[src/rtl/alu_seq_exec_if.sv]
// Command/result handshake bundle for the sequential execute unit.
// The master drives commands and takes results; the slave is the execute unit.
interface alu_seq_exec_if #(
   parameter int WIDTH = 32
);
   logic             in_valid;
   logic             in_ready;
   logic [2:0]       alu_control;
   logic [WIDTH-1:0] src_a;
   logic [WIDTH-1:0] src_b;
   logic             out_valid;
   logic             out_ready;
   logic [WIDTH-1:0] result;
   logic             zero;
   logic             illegal;

   modport master (
      output in_valid, alu_control, src_a, src_b, out_ready,
      input  in_ready, out_valid, result, zero, illegal
   );

   modport slave (
      input  in_valid, alu_control, src_a, src_b, out_ready,
      output in_ready, out_valid, result, zero, illegal
   );
endinterface

[src/rtl/alu_seq_exec.sv]
// Multi-cycle execute unit: single-cycle ADD/SUB/logic ops, shifts done one bit
// per cycle through an accumulator, valid/ready handshake on both sides.
module alu_seq_exec #(
   parameter int WIDTH   = 32,
   parameter int SHAMT_W = 5
) (
   input logic            clk,
   input logic            rst_n,
   alu_seq_exec_if.slave  alu_io
);

   typedef enum logic [1:0] {
      S_IDLE,
      S_SHIFT,
      S_DONE
   } state_e;

   typedef enum logic [2:0] {
      OP_ADD = 3'b000,
      OP_SLL = 3'b001,
      OP_SUB = 3'b010,
      OP_BAD = 3'b011,
      OP_XOR = 3'b100,
      OP_SRL = 3'b101,
      OP_OR  = 3'b110,
      OP_AND = 3'b111
   } op_e;

   state_e             state_q;
   logic               in_ready_q;
   logic               out_valid_q;
   logic [WIDTH-1:0]   result_q;
   logic               zero_q;
   logic               illegal_q;
   logic [WIDTH-1:0]   acc_q;
   logic [SHAMT_W-1:0] cnt_q;
   logic               dir_right_q;

   op_e                op_d;
   logic [SHAMT_W-1:0] shamt_d;
   logic               is_shift_d;
   logic               illegal_cmd_d;
   logic               accept_d;
   logic [WIDTH-1:0]   alu_d;
   logic [WIDTH-1:0]   first_step_d;
   logic [WIDTH-1:0]   acc_step_d;

   // NOTE: every signal assigned in an always_comb gets a default at the top
   // of the block, so no path through the case statement can infer a latch.
   always_comb begin
      op_d          = op_e'(alu_io.alu_control);
      shamt_d       = alu_io.src_b[SHAMT_W-1:0];
      is_shift_d    = (op_d == OP_SLL) || (op_d == OP_SRL);
      illegal_cmd_d = (op_d == OP_BAD);
      accept_d      = alu_io.in_valid && in_ready_q;
      alu_d         = '0;
      case (op_d)
         OP_ADD:  alu_d = alu_io.src_a + alu_io.src_b;
         OP_SUB:  alu_d = alu_io.src_a - alu_io.src_b;
         OP_XOR:  alu_d = alu_io.src_a ^ alu_io.src_b;
         OP_OR:   alu_d = alu_io.src_a | alu_io.src_b;
         OP_AND:  alu_d = alu_io.src_a & alu_io.src_b;
         OP_SLL,
         OP_SRL:  alu_d = alu_io.src_a;   // only reaches the result when shamt == 0
         default: alu_d = '0;
      endcase
      // The first one-bit step happens at acceptance so total latency equals shamt.
      first_step_d = (op_d == OP_SRL) ? (alu_io.src_a >> 1) : (alu_io.src_a << 1);
      acc_step_d   = dir_right_q ? (acc_q >> 1) : (acc_q << 1);
   end

   // NOTE: sequential state uses non-blocking assignments only, so every
   // register samples the pre-edge value of every other register.
   // NOTE: the accumulator and counter are reset too, so a reset mid-shift
   // leaves no residue that a later command could observe.
   always_ff @(posedge clk or negedge rst_n) begin
      if (!rst_n) begin
         state_q     <= S_IDLE;
         in_ready_q  <= 1'b1;
         out_valid_q <= 1'b0;
         result_q    <= '0;
         zero_q      <= 1'b0;
         illegal_q   <= 1'b0;
         acc_q       <= '0;
         cnt_q       <= '0;
         dir_right_q <= 1'b0;
      end else begin
         case (state_q)
            S_IDLE: begin
               if (accept_d) begin
                  in_ready_q <= 1'b0;
                  illegal_q  <= illegal_cmd_d;
                  if (is_shift_d && (shamt_d > SHAMT_W'(1))) begin
                     acc_q       <= first_step_d;
                     cnt_q       <= shamt_d - SHAMT_W'(1);
                     dir_right_q <= (op_d == OP_SRL);
                     state_q     <= S_SHIFT;
                  end else if (is_shift_d && (shamt_d == SHAMT_W'(1))) begin
                     result_q    <= first_step_d;
                     zero_q      <= (first_step_d == '0);
                     out_valid_q <= 1'b1;
                     state_q     <= S_DONE;
                  end else begin
                     // An unsupported code yields result 0 but is not reported as zero.
                     result_q    <= alu_d;
                     zero_q      <= (alu_d == '0) && !illegal_cmd_d;
                     out_valid_q <= 1'b1;
                     state_q     <= S_DONE;
                  end
               end
            end

            S_SHIFT: begin
               acc_q <= acc_step_d;
               cnt_q <= cnt_q - SHAMT_W'(1);
               if (cnt_q == SHAMT_W'(1)) begin
                  result_q    <= acc_step_d;
                  zero_q      <= (acc_step_d == '0);
                  out_valid_q <= 1'b1;
                  state_q     <= S_DONE;
               end
            end

            S_DONE: begin
               // No bypass: the unit reopens only in the cycle after release.
               if (alu_io.out_ready) begin
                  out_valid_q <= 1'b0;
                  in_ready_q  <= 1'b1;
                  state_q     <= S_IDLE;
               end
            end

            default: begin
               out_valid_q <= 1'b0;
               in_ready_q  <= 1'b1;
               state_q     <= S_IDLE;
            end
         endcase
      end
   end

   assign alu_io.in_ready  = in_ready_q;
   assign alu_io.out_valid = out_valid_q;
   assign alu_io.result    = result_q;
   assign alu_io.zero      = zero_q;
   assign alu_io.illegal   = illegal_q;

   a_ready_valid_exclusive : assert property (
      @(posedge clk) disable iff (!rst_n) !(in_ready_q && out_valid_q)
   );

   a_result_held : assert property (
      @(posedge clk) disable iff (!rst_n)
      (out_valid_q && !alu_io.out_ready) |=>
         (out_valid_q && $stable(result_q) && $stable(zero_q) && $stable(illegal_q))
   );

   a_shift_counter_live : assert property (
      @(posedge clk) disable iff (!rst_n)
      (state_q == S_SHIFT) |-> (cnt_q != '0)
   );

endmodule

[src/flat_wrapper.sv]
// flat-port wrapper written by rule: the top's interface ports become plain ports
module alu_seq_exec_flat 
#(
   parameter int WIDTH   = 32,
   parameter int SHAMT_W = 5
)
  (clk, rst_n, alu_io_in_valid, alu_io_alu_control, alu_io_src_a, alu_io_src_b, alu_io_out_ready, alu_io_in_ready, alu_io_out_valid, alu_io_result, alu_io_zero, alu_io_illegal);
  alu_seq_exec_if #(.WIDTH(WIDTH)) alu_io_i ();
  input logic clk;
  input logic rst_n;
  input wire logic [$bits(alu_io_i.in_valid)-1:0] alu_io_in_valid;
  input wire logic [$bits(alu_io_i.alu_control)-1:0] alu_io_alu_control;
  input wire logic [$bits(alu_io_i.src_a)-1:0] alu_io_src_a;
  input wire logic [$bits(alu_io_i.src_b)-1:0] alu_io_src_b;
  input wire logic [$bits(alu_io_i.out_ready)-1:0] alu_io_out_ready;
  output wire logic [$bits(alu_io_i.in_ready)-1:0] alu_io_in_ready;
  output wire logic [$bits(alu_io_i.out_valid)-1:0] alu_io_out_valid;
  output wire logic [$bits(alu_io_i.result)-1:0] alu_io_result;
  output wire logic [$bits(alu_io_i.zero)-1:0] alu_io_zero;
  output wire logic [$bits(alu_io_i.illegal)-1:0] alu_io_illegal;
  assign alu_io_i.in_valid = alu_io_in_valid;
  assign alu_io_i.alu_control = alu_io_alu_control;
  assign alu_io_i.src_a = alu_io_src_a;
  assign alu_io_i.src_b = alu_io_src_b;
  assign alu_io_i.out_ready = alu_io_out_ready;
  assign alu_io_in_ready = alu_io_i.in_ready;
  assign alu_io_out_valid = alu_io_i.out_valid;
  assign alu_io_result = alu_io_i.result;
  assign alu_io_zero = alu_io_i.zero;
  assign alu_io_illegal = alu_io_i.illegal;
  alu_seq_exec #(.WIDTH(WIDTH), .SHAMT_W(SHAMT_W)) u_core (.clk(clk), .rst_n(rst_n), .alu_io(alu_io_i));
endmodule
[config.mk]
export PLATFORM = sky130hd
export DESIGN_NAME = alu_seq_exec_flat
export DESIGN_NICKNAME = d
export VERILOG_FILES = /design/src/rtl/alu_seq_exec_if.sv /design/src/rtl/alu_seq_exec.sv /design/src/flat_wrapper.sv
export SDC_FILE = /design/constraint.sdc
export NUM_CORES = 1
export LEC_CHECK = 0
export BUFFER_PORTS_ARGS = -buffer_cell sky130_fd_sc_hd__buf_4
export CELL_PAD_IN_SITES_DETAIL_PLACEMENT = 1
export CELL_PAD_IN_SITES_GLOBAL_PLACEMENT = 2
export CORE_MARGIN = 1.5
export CORE_UTILIZATION = 37
export CTS_CLUSTER_SIZE = 24
export DETAILED_ROUTE_END_ITERATION = 8
export PLACE_DENSITY = 0.87
export SETUP_SLACK_MARGIN = 0.05
export SYNTH_ARGS = -nofsm -noshare
export SYNTH_HDL_FRONTEND = slang
export SYNTH_SLANG_ARGS = --single-unit
[constraint.sdc]
create_clock -name clk -period 5.2 [get_ports clk]
set_input_delay 0 -clock clk [delete_from_list [all_inputs] [get_ports clk]]
set_output_delay 0 -clock clk [all_outputs]
set_load 0.03 [all_outputs]
; ---- After elaboration in Yosys (flattened, before gate mapping)
; Cells that the tools add are included.
[op_classes]
n_mux = 32
n_eq_ne = 16
bitwise_logic = 4
reduce_logical = 20
magnitude_cmp = 1
n_addsub = 4
[op_table]
columns = cell, n
row1 = 32-bit 2-to-1 mux, 8
row2 = 32-bit one-hot mux with 6 select lines, 1
row3 = 32-bit one-hot mux with 2 select lines, 2
row4 = 32-bit zero test, 3
row5 = 32-bit adder, 1
row6 = 32-bit bitwise AND, 1
row7 = 32-bit bitwise OR, 1
row8 = 32-bit subtractor, 1
row9 = 32-bit bitwise XOR, 1
row10 = 3-bit equality test (second input constant), 4
row11 = 3-bit AND reduction, 4
row12 = 5-bit by 1-bit equality test with 1-bit output (second input constant), 2
row13 = 1-bit 2-to-1 mux, 10
row14 = 5-bit 2-to-1 mux, 2
row15 = 5-bit one-hot mux with 2 select lines, 1
row16 = 5-bit by 1-bit subtractor with 5-bit output (second input constant), 2
row17 = 2-bit 2-to-1 mux, 4
row18 = 4-bit AND reduction, 2
row19 = 3-bit by 2-bit equality test with 1-bit output (second input constant), 2
row20 = 2-bit by 1-bit inequality test with 1-bit output (second input constant), 3
row21 = 1-bit one-hot mux with 3 select lines, 2
row22 = 2-bit one-hot mux with 3 select lines, 1
row23 = 5-bit by 1-bit greater-than comparator with 1-bit output (second input constant), 1
row24 = 1-bit logical AND, 4
row25 = other kinds (13), 14
[word_totals]
out_inout_bits = 36
inputBits = 71
word_cells = 86
ff_bits = 76

; ---- Logic depth before layout (Yosys ltp)
; Gate-level depths: netlist of the first run.
[depth]
ltp_word = 9
depth_mapped = 21
ltp_nobuf = 19

; ---- Worst setup path after synthesis of the first run
; No wires, ideal clock.
[synth_timing]
path_type = in2reg
from = in alu_io_alu_control[0]
to = reg u_core.zero_q, in the netlist u_core.alu_io.zero
slack_ps = 1002
n_path_buf = 6
t_required_ps = 5123
arrival_ps = 4121
setup_time_ps = 77
stages = 21
cell_sequence = clkbuf_1 -> nor2_1 -> clkbuf_1 -> clkbuf_1 -> clkbuf_1 -> and2_1 -> clkbuf_1 -> a41o_1 -> xnor2_1 -> ha_1 -> buf_2 -> nand4_1 -> or3_1 -> or4_1 -> a21oi_2 -> or4_1 -> and3_1 -> o2111ai_1 -> nor4_1 -> o2111ai_1 -> o21ai_1
[synth_between]
elab_chain_cells = 9
elab_cells_between_ends = 24
classes_between = 8 x eq/ne / 6 x mux / 10 x reduce/logical
[synth_rtl]
columns = element, line_no
row1 = start: declaration, flat_wrapper.sv:12  ; input wire logic [$bits(alu_io_i.alu_control)-1:0] alu_io_alu_control;
row2 = 3-bit equality test or 3-bit by 1-bit equality test with 1-bit output (tied branches), "alu_seq_exec.sv:53, alu_seq_exec.sv:57, alu_seq_exec.sv:68"
row3 = 2-bit OR reduction, alu_seq_exec.sv:57  ; case (op_d)
row4 = 32-bit one-hot mux with 6 select lines, alu_seq_exec.sv:57
row5 = 32-bit zero test, alu_seq_exec.sv:106  ; zero_q <= (alu_d == '0) && !illegal_cmd_d;
row6 = 1-bit logical AND, alu_seq_exec.sv:106
row7 = 1-bit 2-to-1 mux, alu_seq_exec.sv:98  ; end else if (is_shift_d && (shamt_d == SHAMT_W'(1))) begin
row8 = 1-bit 2-to-1 mux, alu_seq_exec.sv:93  ; if (is_shift_d && (shamt_d > SHAMT_W'(1))) begin
row9 = 1-bit 2-to-1 mux, alu_seq_exec.sv:90  ; if (accept_d) begin
row10 = 1-bit one-hot mux with 2 select lines, alu_seq_exec.sv:88  ; case (state_q)
row11 = end signal: assignment, alu_seq_exec.sv:100  ; zero_q <= (first_step_d == '0);
row12 = end signal: assignment, alu_seq_exec.sv:106
row13 = end signal: assignment, alu_seq_exec.sv:118  ; zero_q <= (acc_step_d == '0);
row14 = end: declaration, alu_seq_exec.sv:33  ; logic zero_q;
; Parallel ways exist; a longest one is shown, timed or not. The select of a mux whose other input is x is not followed.
; A chain may end at the register's enable or synchronous reset.

; ---- Final worst setup path of the first run
[layout_timing]
from = in alu_io_src_b[4]
to = reg u_core.result_q[31], in the netlist u_core.alu_io.result[31]
[layout_between]
elab_chain_cells = 6
elab_cells_between_ends = 13
classes_between = 2 x add/sub / 1 x order compare / 2 x eq/ne / 5 x mux / 3 x reduce/logical
[layout_rtl]
columns = element, line_no
row1 = start: declaration, flat_wrapper.sv:14  ; input wire logic [$bits(alu_io_i.src_b)-1:0] alu_io_src_b;
row2 = "32-bit subtractor, or another cell as far along", alu_seq_exec.sv:59  ; OP_SUB: alu_d = alu_io.src_a - alu_io.src_b;
row3 = 32-bit one-hot mux with 6 select lines or 1-bit logical AND (tied branches), "alu_seq_exec.sv:57, alu_seq_exec.sv:98"
row4 = 32-bit 2-to-1 mux, alu_seq_exec.sv:98
row5 = 32-bit 2-to-1 mux, alu_seq_exec.sv:93
row6 = 32-bit 2-to-1 mux, alu_seq_exec.sv:90
row7 = 32-bit one-hot mux with 2 select lines, alu_seq_exec.sv:88
row8 = end signal: assignment, alu_seq_exec.sv:99  ; result_q <= first_step_d;
row9 = end signal: assignment, alu_seq_exec.sv:105  ; result_q <= alu_d;
row10 = end signal: assignment, alu_seq_exec.sv:117  ; result_q <= acc_step_d;
row11 = end: declaration, alu_seq_exec.sv:32  ; logic [WIDTH-1:0] result_q;
; Parallel ways exist; a longest one is shown, timed or not. The select of a mux whose other input is x is not followed.

==> flow_summary_export.csv, run 1 <==
group,metric,value,unit
run_status,status,"complete, no violations",
cells_and_area,drive_above_1_share,13.2,%
critical_path,r2r_end,"u_core.alu_io.zero",
logic_synthesis,ys.flop_type,"dfrtp_1",
floorplanning,start_util,38.0,%
sta,relSlewSlack,26.5,%
cells_and_area,syn2layout_area_growth,14.4,%
cells_and_area,design.final.nets,1557,
cells_and_area,layout.cells.non_filler,1720,
floorplanning,fp-row-count,58,
logic_synthesis,synthTopCellsByArea,"dfrtp_1 (20%), ha_1 (13%), a21oi_1 (6.5%)",
clock_network,clock_latency,0.35,ns
drt,wl_per_cell,24.1,um
critical_path,cp_data_arrival_time,4.80,ns
sta,hold_viol,0,
logic_synthesis,ys_warn_count,0,
floorplanning,dieWidth,164,um
power_and_ir_drop,power_leakage,4.86,nW
power_and_ir_drop,p_total,0.00395,W
critical_path,start_kind,"primary input",
sta,worst_pin_slew,1.10,ns
logic_synthesis,synth_area,9610,um2
logic_synthesis,synth-seq-cells,76,
critical_path,crit_slowest_cell,"nor4_1",
power_and_ir_drop,powerDensity,360,nW/um2
sta,fin_setup_tns,0,ns
global_routing,top_usage_layer,"met2",
drt,drt-initial-drc-count,903,
logic_synthesis,synthArstFlopShare,100,%
global_routing,grt_pass1_vias,10700,
cells_and_area,antenna_cells,0,
drt,vias,10700,
clock_network,cts.clk_slew.worst_paths,0.06,ns
global_routing,grt_first_pass_wirelength,63300,um
clock_network,cts_tree,"built",
sta,rsz0062_at_grt,"false",
critical_path,worstPathCellList,"buf_4 > or4_4 > nor2_1 > nand2_1 > nor2_1 > nand2_1 > o41ai_1 > xnor2_1 > ha_1 > a21oi_1 > o21ai_1 > nor4_1 > a21oi_1 > nor3_1 > mux2i_1 > a211oi_2 > o21ai_1 > a221o_1",
critical_path,crit_buf_inv,1,
cells_and_area,layout_commonest_cell,"nand2_1",
critical_path,cp_top_family,"simple AND/OR/NAND/NOR gates",
sta,setup_viol,0,
clock_network,htreeDepth,3,
flow_run,drv_cap,0,
placed_design,port_buffers,106,
floorplanning,die-area,27000,um2
logic_synthesis,syn-num-nets,1506,
global_routing,grt_max_degree,77,
placed_design,placedCellCount,1702,
critical_path,worst-path-max-fanout,8,
floorplanning,pin_count,107,
sta,holdWs,0.00843,ns
power_and_ir_drop,ir_worst_vdd,0.000287,V
sta,fin_crit_sh,88.0,%
critical_path,ff2ff_setup_slack,1.70,ns
drt,wirelength,41400,um
sta,finalCriticalPeriod,4.57,ns
global_routing,grt_remaining_overflow,0,
logic_synthesis,yosysTopAreaCell,"dfrtp_1",
critical_path,timing.rr.start,"u_core.dir_right_q",
global_routing,met3_usage,3.84,%
logic_synthesis,ys_seq_area_share,19.8,%
drt,dr.pass1.iters,6,
sta,final_max_slew_viol_count,0,
logic_synthesis,synth_top_area_share,19.5,%
clock_network,cts_buffers,9,
logic_synthesis,synth_cell_types,82,
hold_path,whs_endpoint,"u_core.alu_io.in_ready",
clock_network,clockBufferDepth,2,
logic_synthesis,avgSynthCellArea,7.21,um2
floorplanning,core,25300,um2
critical_path,timing_worst_setup_path_type,"in2reg",
placed_design,gp_congestion,0.944,
critical_path,cp.required,5.43,ns
hold_path,hold_start,"alu_io_in_valid",
drt,ant_nets,0,
clock_network,cts.sinks,76,
drt,post_drt_via_cell_ratio,6.20,
global_routing,grt.total_usage,31.1,%
placed_design,dp_hpwl,31800,um
global_routing,use_met2,49.6,%
hold_path,hp-class,"in2reg",
hold_path,hold_depth,4,
critical_path,end_kind,"flop",
drt,drc,0,
sta,clock.fmax,0.219,GHz
clock_network,cts_resized,0,
global_routing,met1_usage,41.9,%
global_routing,antenna_found_initial,0,
logic_synthesis,synth_edf_count,0,
critical_path,critPathMaxStageDelay,0.63,ns
logic_synthesis,synth_cells,1334,
floorplanning,die_y,164,um
critical_path,rr_worst_depth,11,
cells_and_area,final_cell_mix,"nand2_1 (158), nor2_1 (129), a21oi_1 (124), buf_4 (123), o21ai_0 (110)",
clock_network,root_buffer,"clkbuf_16",
clock_network,post-cts-setup-buffers,0,
sta,finClkSkew,0.0114,ns
==> worst max path at each step <==
stage	startpoint	to	depth (start not counted)
2_1_floorplan	alu_io_alu_control[0]	u_core.alu_io.zero	21
3_3_place_gp	alu_io_src_b[4]	u_core.alu_io.result[31]	18
3_5_place_dp	alu_io_src_b[4]	u_core.alu_io.result[31]	18
4_1_cts	alu_io_src_b[4]	u_core.alu_io.result[31]	18
5_1_grt	alu_io_src_b[4]	u_core.alu_io.result[31]	18
6_report	alu_io_src_b[4]	u_core.alu_io.result[31]	18
==> power by group <==
| part | leakage [nW] | internal, W | switching (W) |
|---|---|---|---|
| Sequential | 0.947 | 0.000857 | 0.000286 |
| Clock | 0.149 | 0.000422 | 0.000275 |
| Combinational | 3.76 | 0.000789 | 0.00133 |
| Total | 4.86 | 0.00207 | 0.00189 |
==> what timing repair did <==
action | 4_1_cts | 5_1_grt
hold buffers | 2 | 0
endpoints found under the setup margin | 0 | 0
hold endpoints to repair | 78 | 0
==> tightest hold or removal path, stage by stage <==
cell and delay, ns:
buf_4 0.09, nand2b_1 0.06, a21oi_1 0.14, nor2_1 0.06
==> Yosys cell counts, types with 15 or more instances <==
library cell and n:
nand2_1 158, nor2_1 131, a21oi_1 125, o21ai_0 110, ha_1 100, dfrtp_1 75, inv_1 75, clkbuf_1 69
xnor2_1 39, nand3_1 31, a211oi_1 26, mux2i_1 25, nor3_1 25, nand4_1 21, o211ai_1 21, a21o_1 19
o31ai_1 19, mux2_2 16, a22oi_1 15, a31oi_1 15, nor4_1 15
==> sequential cells by signal, indices dropped and copies added, names as in the netlist <==
signal / count
u_core.alu_io.in_ready: 1
u_core.alu_io.zero: 1
u_core.acc_q: 32
u_core.state_q: 2
u_core.alu_io.illegal: 1
u_core.alu_io.out_valid: 1
u_core.cnt_q: 5
u_core.alu_io.result: 32
u_core.dir_right_q: 1
==> cell type report <==
class / instances / area [um2]
Fill cell: 3215 / 14300
Clock buffer: 10 / 229
Sequential cell: 76 / 1900
Tap cell: 330 / 413
Inverter: 79 / 297
Multi-Input combinational cell: 1094 / 7120
Timing Repair Buffer: 125 / 943
Clock inverter: 6 / 88.8
==> cell families after synthesis <==
logic type / after synthesis / share of synthesized area [%]
simple gates: 464 / 22.8
compound gates: 443 / 29.1
buf+inv: 164 / 6.47
fa+ha+maj: 101 / 13.2
flops: 76 / 19.8
xor+xnor: 45 / 4.18
mux: 41 / 4.48
==> per-stage QoR <==
step                      setup slack [ns]  util [%]  instance area, um2
after floorplan                       1.00         -                9610
after global placement               0.458      42.1               10700
after detailed placement             0.392      42.1               10700
after CTS                            0.720      43.4               11000
after global routing                 0.344      43.4               11000
final                                0.626      43.4               11000
==> routing by layer <==
metal	share of wire [%]	vias to the layer above
met5	0	-
met4	4.3	0
met3	5.9	82
met2	45	384
met1	45	5248
li1	-	4946
(Power assumes the default switching activity.)
==> run 2: changes to the inputs <==
Settings changed: ABC_AREA set to 1, CORE_UTILIZATION 37 to 35, PLACE_DENSITY 0.87 to 0.88.
==> flow_summary_export.csv, run 2 <==
group,metric,value,unit
critical_path,timing_worst_setup_path_type,"in2reg",
logic_synthesis,avgSynthCellArea,6.11,um2
logic_synthesis,yosysTopAreaCell,"dfrtp_1",
sta,finalCriticalPeriod,3.86,ns
critical_path,cp_data_arrival_time,4.13,ns
cells_and_area,design.final.nets,1844,
drt,drt-initial-drc-count,727,
clock_network,clock_latency,0.35,ns
run_status,status,"complete, no violations",
logic_synthesis,synthArstFlopShare,100,%
critical_path,cp.depth,25,
logic_synthesis,synth-seq-cells,76,
global_routing,grt_remaining_overflow,0,
global_routing,grt_pass1_vias,11100,
critical_path,crit_buf_inv,4,
critical_path,rr_worst_depth,7,
drt,drc,0,
clock_network,cts_buffers,9,
placed_design,dp_hpwl,32100,um
logic_synthesis,yosysMostFrequentCell,"nand2_1",
global_routing,grt.total_usage,27.7,%
sta,fin_setup_tns,0,ns
logic_synthesis,ys_seq_area_share,19.4,%
logic_synthesis,synth_top_area_share,19.1,%
sta,hold_viol,0,
critical_path,critPathMaxStageDelay,0.43,ns
clock_network,cts.clk_slew.worst_paths,0.06,ns
floorplanning,fp-row-count,61,
clock_network,clockBufferDepth,2,
clock_network,cts_tree,"built",
cells_and_area,register_area,1900,um2
global_routing,grt_max_degree,86,
drt,dr.pass1.iters,5,
clock_network,root_buffer,"clkbuf_16",
sta,fin_crit_sh,74.3,%
critical_path,end_kind,"flop",
critical_path,timing.rr.start,"u_core.dir_right_q",
cells_and_area,final_cell_mix,"nand2_1 (393), inv_1 (244), o21ai_0 (180), nor2_1 (150), buf_4 (115)",
cells_and_area,syn2layout_area_growth,14.0,%
logic_synthesis,synth_cells,1606,
clock_network,cts.sinks,76,
drt,post_drt_via_cell_ratio,5.36,
logic_synthesis,syn-num-nets,1778,
placed_design,gp_congestion,0.927,
critical_path,cp_top_family,"simple AND/OR/NAND/NOR gates",
critical_path,r2r_end,"u_core.alu_io.zero",
sta,finClkSkew,0.00839,ns
cells_and_area,multi_input_area,6670,um2
logic_synthesis,synth_edf_count,0,
drt,wirelength,39400,um
cells_and_area,drive_above_1_share,9.90,%
sta,holdWs,0.0115,ns
cells_and_area,fill_cells,3726,
logic_synthesis,synth_commonest_cells,"nand2_1 (393), inv_1 (244), o21ai_0 (180)",
sta,setup_viol,0,
clock_network,post-cts-setup-buffers,0,
power_and_ir_drop,power_leakage,5.57,nW
critical_path,crit_path_frequent_cell,"nand2_1",
global_routing,antenna_found_initial,3,
critical_path,start_kind,"primary input",
flow_run,drv_cap,0,
sta,relSlewSlack,26.0,%
floorplanning,pin_count,107,
critical_path,crit_start,"alu_io_alu_control[1]",
critical_path,ff2ff_setup_slack,2.47,ns
drt,vias,11000,
logic_synthesis,ys.flop_type,"dfrtp_1",
global_routing,grt_first_pass_wirelength,61900,um
sta,worst_pin_slew,1.11,ns
placed_design,port_buffers,106,
drt,wl_per_cell,19.2,um
cells_and_area,layout_commonest_cell,"nand2_1",
critical_path,worst-path-max-fanout,13,
critical_path,crit_slowest_cell,"inv_1",
power_and_ir_drop,powerDensity,362,nW/um2
sta,rsz0062_at_grt,"false",
floorplanning,core,27700,um2
hold_path,hp-class,"in2reg",
logic_synthesis,synth_cell_types,49,
drt,ant_nets,0,
critical_path,cp.required,5.47,ns
logic_synthesis,synth_area,9820,um2
logic_synthesis,ys_warn_count,0,
sta,final_max_slew_viol_count,0,
sta,clock.fmax,0.259,GHz
critical_path,cp-endpoint,"u_core.alu_io.zero",
floorplanning,start_util,35.4,%
floorplanning,die_y,170,um
logic_synthesis,synthTopCellsByArea,"dfrtp_1 (19%), nand2_1 (15%), ha_1 (13%)",
power_and_ir_drop,ir_worst_vdd,0.000191,V
clock_network,htreeDepth,3,
floorplanning,dieWidth,170,um
floorplanning,die-area,29100,um2
==> run 2: changes by cell type after synthesis, sizes merged, moves of 18 or more <==
cell,previous run,this run
xnor2,40,2
inv,79,249
nand2,158,398
nand3,32,95
mux2i,25,0
a31oi,15,38
o21ai,120,191
a21o,19,1
a211oi,28,5
a21oi,127,72
buf,16,37
clkbuf,69,26
xor2,5,32
nor2,131,158
==> run 2: worst reg2reg max path: stages (launching register included) <==
cell and delay (ns):
dfrtp_1 0.51, buf_4 0.47, o21ai_0 0.25, nor4_1 0.33, nand2_1 0.09, nor4_1 0.42
a41oi_1 0.37, a21oi_2 0.21
==> run 2: kinds of logic (layout without fill, tap and decap cells) <==
group           count (synthesis)  count (layout)  share of synthesized area (%)
compound gates                355             355                           20.6
xor+xnor                       34              34                           3.03
other cells                     0               1                              0
fa+ha+maj                     101             101                           12.9
flops                          76              76                           19.4
simple gates                  723             723                           31.1
buf+inv                       317             388                           13.0
==> run 2: cell type report <==
cell class / instances / share of cell area [%]
Clock inverter: 5 / 0.548
Antenna cell: 1 / 0.0223
Multi-Input combinational cell: 1213 / 59.5
Inverter: 254 / 8.51
Sequential cell: 76 / 17.0
Timing Repair Buffer: 118 / 7.98
Clock buffer: 11 / 2.17
Tap cell: 378 / 4.22
==> run 2: power by group <==
group | total, W | leakage, nW | internal (W) | switching (W)
clock network | 0.000642 | 0.138 | 0.000386 | 0.000257
logic | 0.00234 | 4.54 | 0.000751 | 0.00159
registers | 0.00107 | 0.901 | 0.000897 | 0.000176
==> run 2: worst min path at each step <==
stage                      from                       to  slack, ns  cells after the start
2_1_floorplan             rst_n          u_core.acc_q[0]      -0.30                      0
3_3_place_gp              rst_n  u_core.alu_io.out_valid       0.23                      1
3_5_place_dp              rst_n  u_core.alu_io.out_valid       0.23                      1
4_1_cts        alu_io_src_a[30]         u_core.acc_q[31]      0.001                      3
5_1_grt        alu_io_src_a[30]         u_core.acc_q[31]       0.03                      3
6_report       alu_io_src_a[30]         u_core.acc_q[31]       0.01                      3
==> run 2: routing by layer <==
layer,global-route usage [%],share of wire [%],vias to the layer above
met3,3.08,4.6,38
met4,7.50,1.8,0
met1,39.4,49,5348
met2,44.2,45,238
met5,0,0,-
li1,-,-,5397
==> run 2: timing repair <==
item,in CTS,in global routing
resized for setup,0,0
hold endpoints to repair,77,0
hold buffers,3,0
==> run 2: metrics by stage <==
stage	worst slack, ns	area [um2]	utilization (%)	power (W)	cells
final	1.34	11200	40.4	0.00405	2056
after global placement	1.03	10900	39.2	0.00333	2036
after detailed placement	1.02	10900	39.2	0.00341	2036
after CTS	1.35	11200	40.4	0.00407	2055
after floorplan	2.15	9820	-	0.00259	1606
after global routing	0.866	11200	40.4	0.00439	2055
==> run 3: changes to the inputs <==
Settings changed: CORE_UTILIZATION 35 to 33, PLACE_DENSITY 0.88 to 0.83.
Clock period 5.2 ns to 3.7 ns, I/O delays scaled along.
==> flow_summary_export.csv, run 3 (synthesized netlist as in run 2, its figures left out) <==
group,metric,value,unit
critical_path,ff2ff_setup_slack,1.28,ns
hold_path,whs_endpoint,"u_core.alu_io.illegal",
cells_and_area,final_cell_mix,"nand2_1 (386), inv_1 (244), buf_4 (190), o21ai_0 (176), nor2_1 (139)",
cells_and_area,antenna_cells,0,
critical_path,start_kind,"primary input",
global_routing,grt.total_usage,26.8,%
critical_path,rr_worst_depth,13,
sta,clock.fmax,0.288,GHz
floorplanning,pin_count,107,
sta,final_max_slew_viol_count,0,
clock_network,root_buffer,"clkbuf_16",
cells_and_area,drive_above_1_share,16.4,%
global_routing,grt_pass1_vias,11500,
clock_network,clock_latency,0.35,ns
critical_path,cp.required,3.92,ns
floorplanning,die_y,176,um
clock_network,cts_tree,"built",
cells_and_area,syn2layout_area_growth,22.3,%
global_routing,met1_usage,38.3,%
critical_path,worst-path-max-fanout,4,
critical_path,end_kind,"flop",
run_status,status,"complete, no violations",
drt,post_drt_via_cell_ratio,5.27,
placed_design,gp_congestion,0.936,
sta,setup_viol,0,
sta,finClkSkew,0.00526,ns
sta,rsz0062_at_grt,"true",
clock_network,cts.sinks,76,
drt,drt-initial-drc-count,591,
critical_path,r2r_end,"u_core.alu_io.result[18]",
drt,drc,0,
hold_path,hold_depth,3,
drt,wirelength,41200,um
cells_and_area,design.final.nets,1923,
global_routing,antenna_found_initial,0,
floorplanning,dieWidth,176,um
floorplanning,fp-row-count,62,
clock_network,cts.clk_slew.worst_paths,0.06,ns
critical_path,cp_data_arrival_time,3.69,ns
drt,vias,11300,
clock_network,cts_buffers,9,
cells_and_area,layout_commonest_cell,"nand2_1",
hold_path,hp-class,"in2reg",
global_routing,use_met2,43.5,%
cells_and_area,final_util,41.4,%
floorplanning,die-area,30800,um2
sta,hold_viol,0,
floorplanning,core,29000,um2
clock_network,htreeDepth,3,
sta,fin_crit_sh,93.8,%
flow_run,drv_cap,0,
cells_and_area,fin_area,12000,um2
clock_network,clockBufferDepth,2,
placed_design,dp_hpwl,33900,um
global_routing,met3_usage,2.55,%
sta,worst_pin_slew,1.01,ns
placed_design,port_buffers,106,
placed_design,placed_cell_area,11500,um2
drt,wl_per_cell,19.2,um
global_routing,grt_remaining_overflow,0,
power_and_ir_drop,powerDensity,489,nW/um2
global_routing,grt_max_degree,85,
critical_path,timing_worst_setup_path_type,"in2reg",
floorplanning,start_util,33.8,%
sta,relSlewSlack,32.9,%
critical_path,timing.rr.start,"u_core.state_q[0]",
power_and_ir_drop,power_leakage,5.98,nW
hold_path,hold_start,"alu_io_alu_control[1]",
power_and_ir_drop,p_total,0.00587,W
sta,fin_setup_tns,0,ns
sta,finalCriticalPeriod,3.47,ns
drt,dr.pass1.iters,5,
power_and_ir_drop,ir_worst_vdd,0.000297,V
drt,ant_nets,0,
global_routing,grt_first_pass_wirelength,63900,um
global_routing,top_usage_layer,"met2",
-- run 3: changes by cell type in the layout (fill, tap and decap cells not counted), moves of 4 or more --
cell,before,now
buf_4,115,190
nor2_2,5,17
nor2_1,150,139
a21oi_1,68,61
a21oi_2,3,10
ha_1,100,93
nand2_1,393,386
nand2_2,5,12
buf_12,0,4
ha_2,0,4
nor3_1,18,14
nor3_2,0,4
o21ai_0,180,176
-- run 3: stage by stage --
step                setup slack, ns  instances  hold WS, ns
finish                        0.229       2140      0.00101
global route                -0.0290       2140       0.0291
CTS                          0.0922       2139      0.00482
detailed placement           -0.251       2120        0.230
global placement             -0.308       2120        0.228
floorplan                     0.653       1606       -0.296
-- run 3: area by class of cell --
cell class	instances	area, um2
clock inverters	6	65.1
inverters	254	953
well taps	384	480
repair buffers	197	1540
fillers	3947	17000
multi-input cells	1213	6840
flip-flops and latches	76	1900
clock buffers	10	229
-- run 3: repair_timing --
| item | CTS | global route |
|---|---|---|
| setup buffers | 0 | 1 |
| hold buffers | 3 | 0 |
| hold endpoints to repair | 77 | 0 |
| resized for setup | 0 | 48 |
| endpoints found under the setup margin | 0 | 11 |
-- run 3: critical path: stages --
cell and delay, ns:
buf_4 0.11, inv_1 0.08, ha_2 0.21, nand3_2 0.11, nor3_2 0.17, buf_4 0.15
nand4_1 0.16, o41ai_2 0.39, buf_4 0.16, buf_4 0.10, xor2_1 0.14, ha_1 0.32
a21oi_2 0.21, nor2_1 0.07, nor2_1 0.15, nand2_1 0.08, nor2_1 0.15, nand3_1 0.09
nand3_1 0.10, nand2_2 0.10, o21ai_0 0.36, buf_4 0.18, a31oi_1 0.07
-- run 3: worst max-delay path by stage --
stage / from / to / slack, ns / depth (start not counted)
after floorplan: alu_io_alu_control[2] / u_core.alu_io.zero / 0.65 / 28
after global placement: alu_io_src_b[1] / u_core.alu_io.result[27] / -0.31 / 24
after detailed placement: alu_io_src_b[0] / u_core.alu_io.result[27] / -0.25 / 24
after CTS: alu_io_src_b[0] / u_core.alu_io.result[27] / 0.09 / 24
after global routing: alu_io_src_b[0] / u_core.alu_io.zero / -0.03 / 27
final: alu_io_src_b[0] / u_core.alu_io.result[27] / 0.23 / 23
-- run 3: report_power, final --
group / leakage, nW / internal (W) / switching, W / total [W]
Sequential: 0.901 / 0.00126 / 0.000248 / 0.00151
Combinational: 4.95 / 0.00119 / 0.00229 / 0.00348
Clock: 0.131 / 0.000521 / 0.000362 / 0.000883
Total: 5.98 / 0.00297 / 0.00290 / 0.00587
-- run 3: metal layers --
| metal | vias to the layer above | share of wire (%) | routed length (um) |
|---|---|---|---|
| li1 | 5543 | - | - |
| met1 | 5487 | 50 | 20500 |
| met2 | 204 | 45 | 18600 |
| met3 | 42 | 3.4 | 1390 |
| met4 | 0 | 1.7 | 682 |
| met5 | - | 0 | 0 |
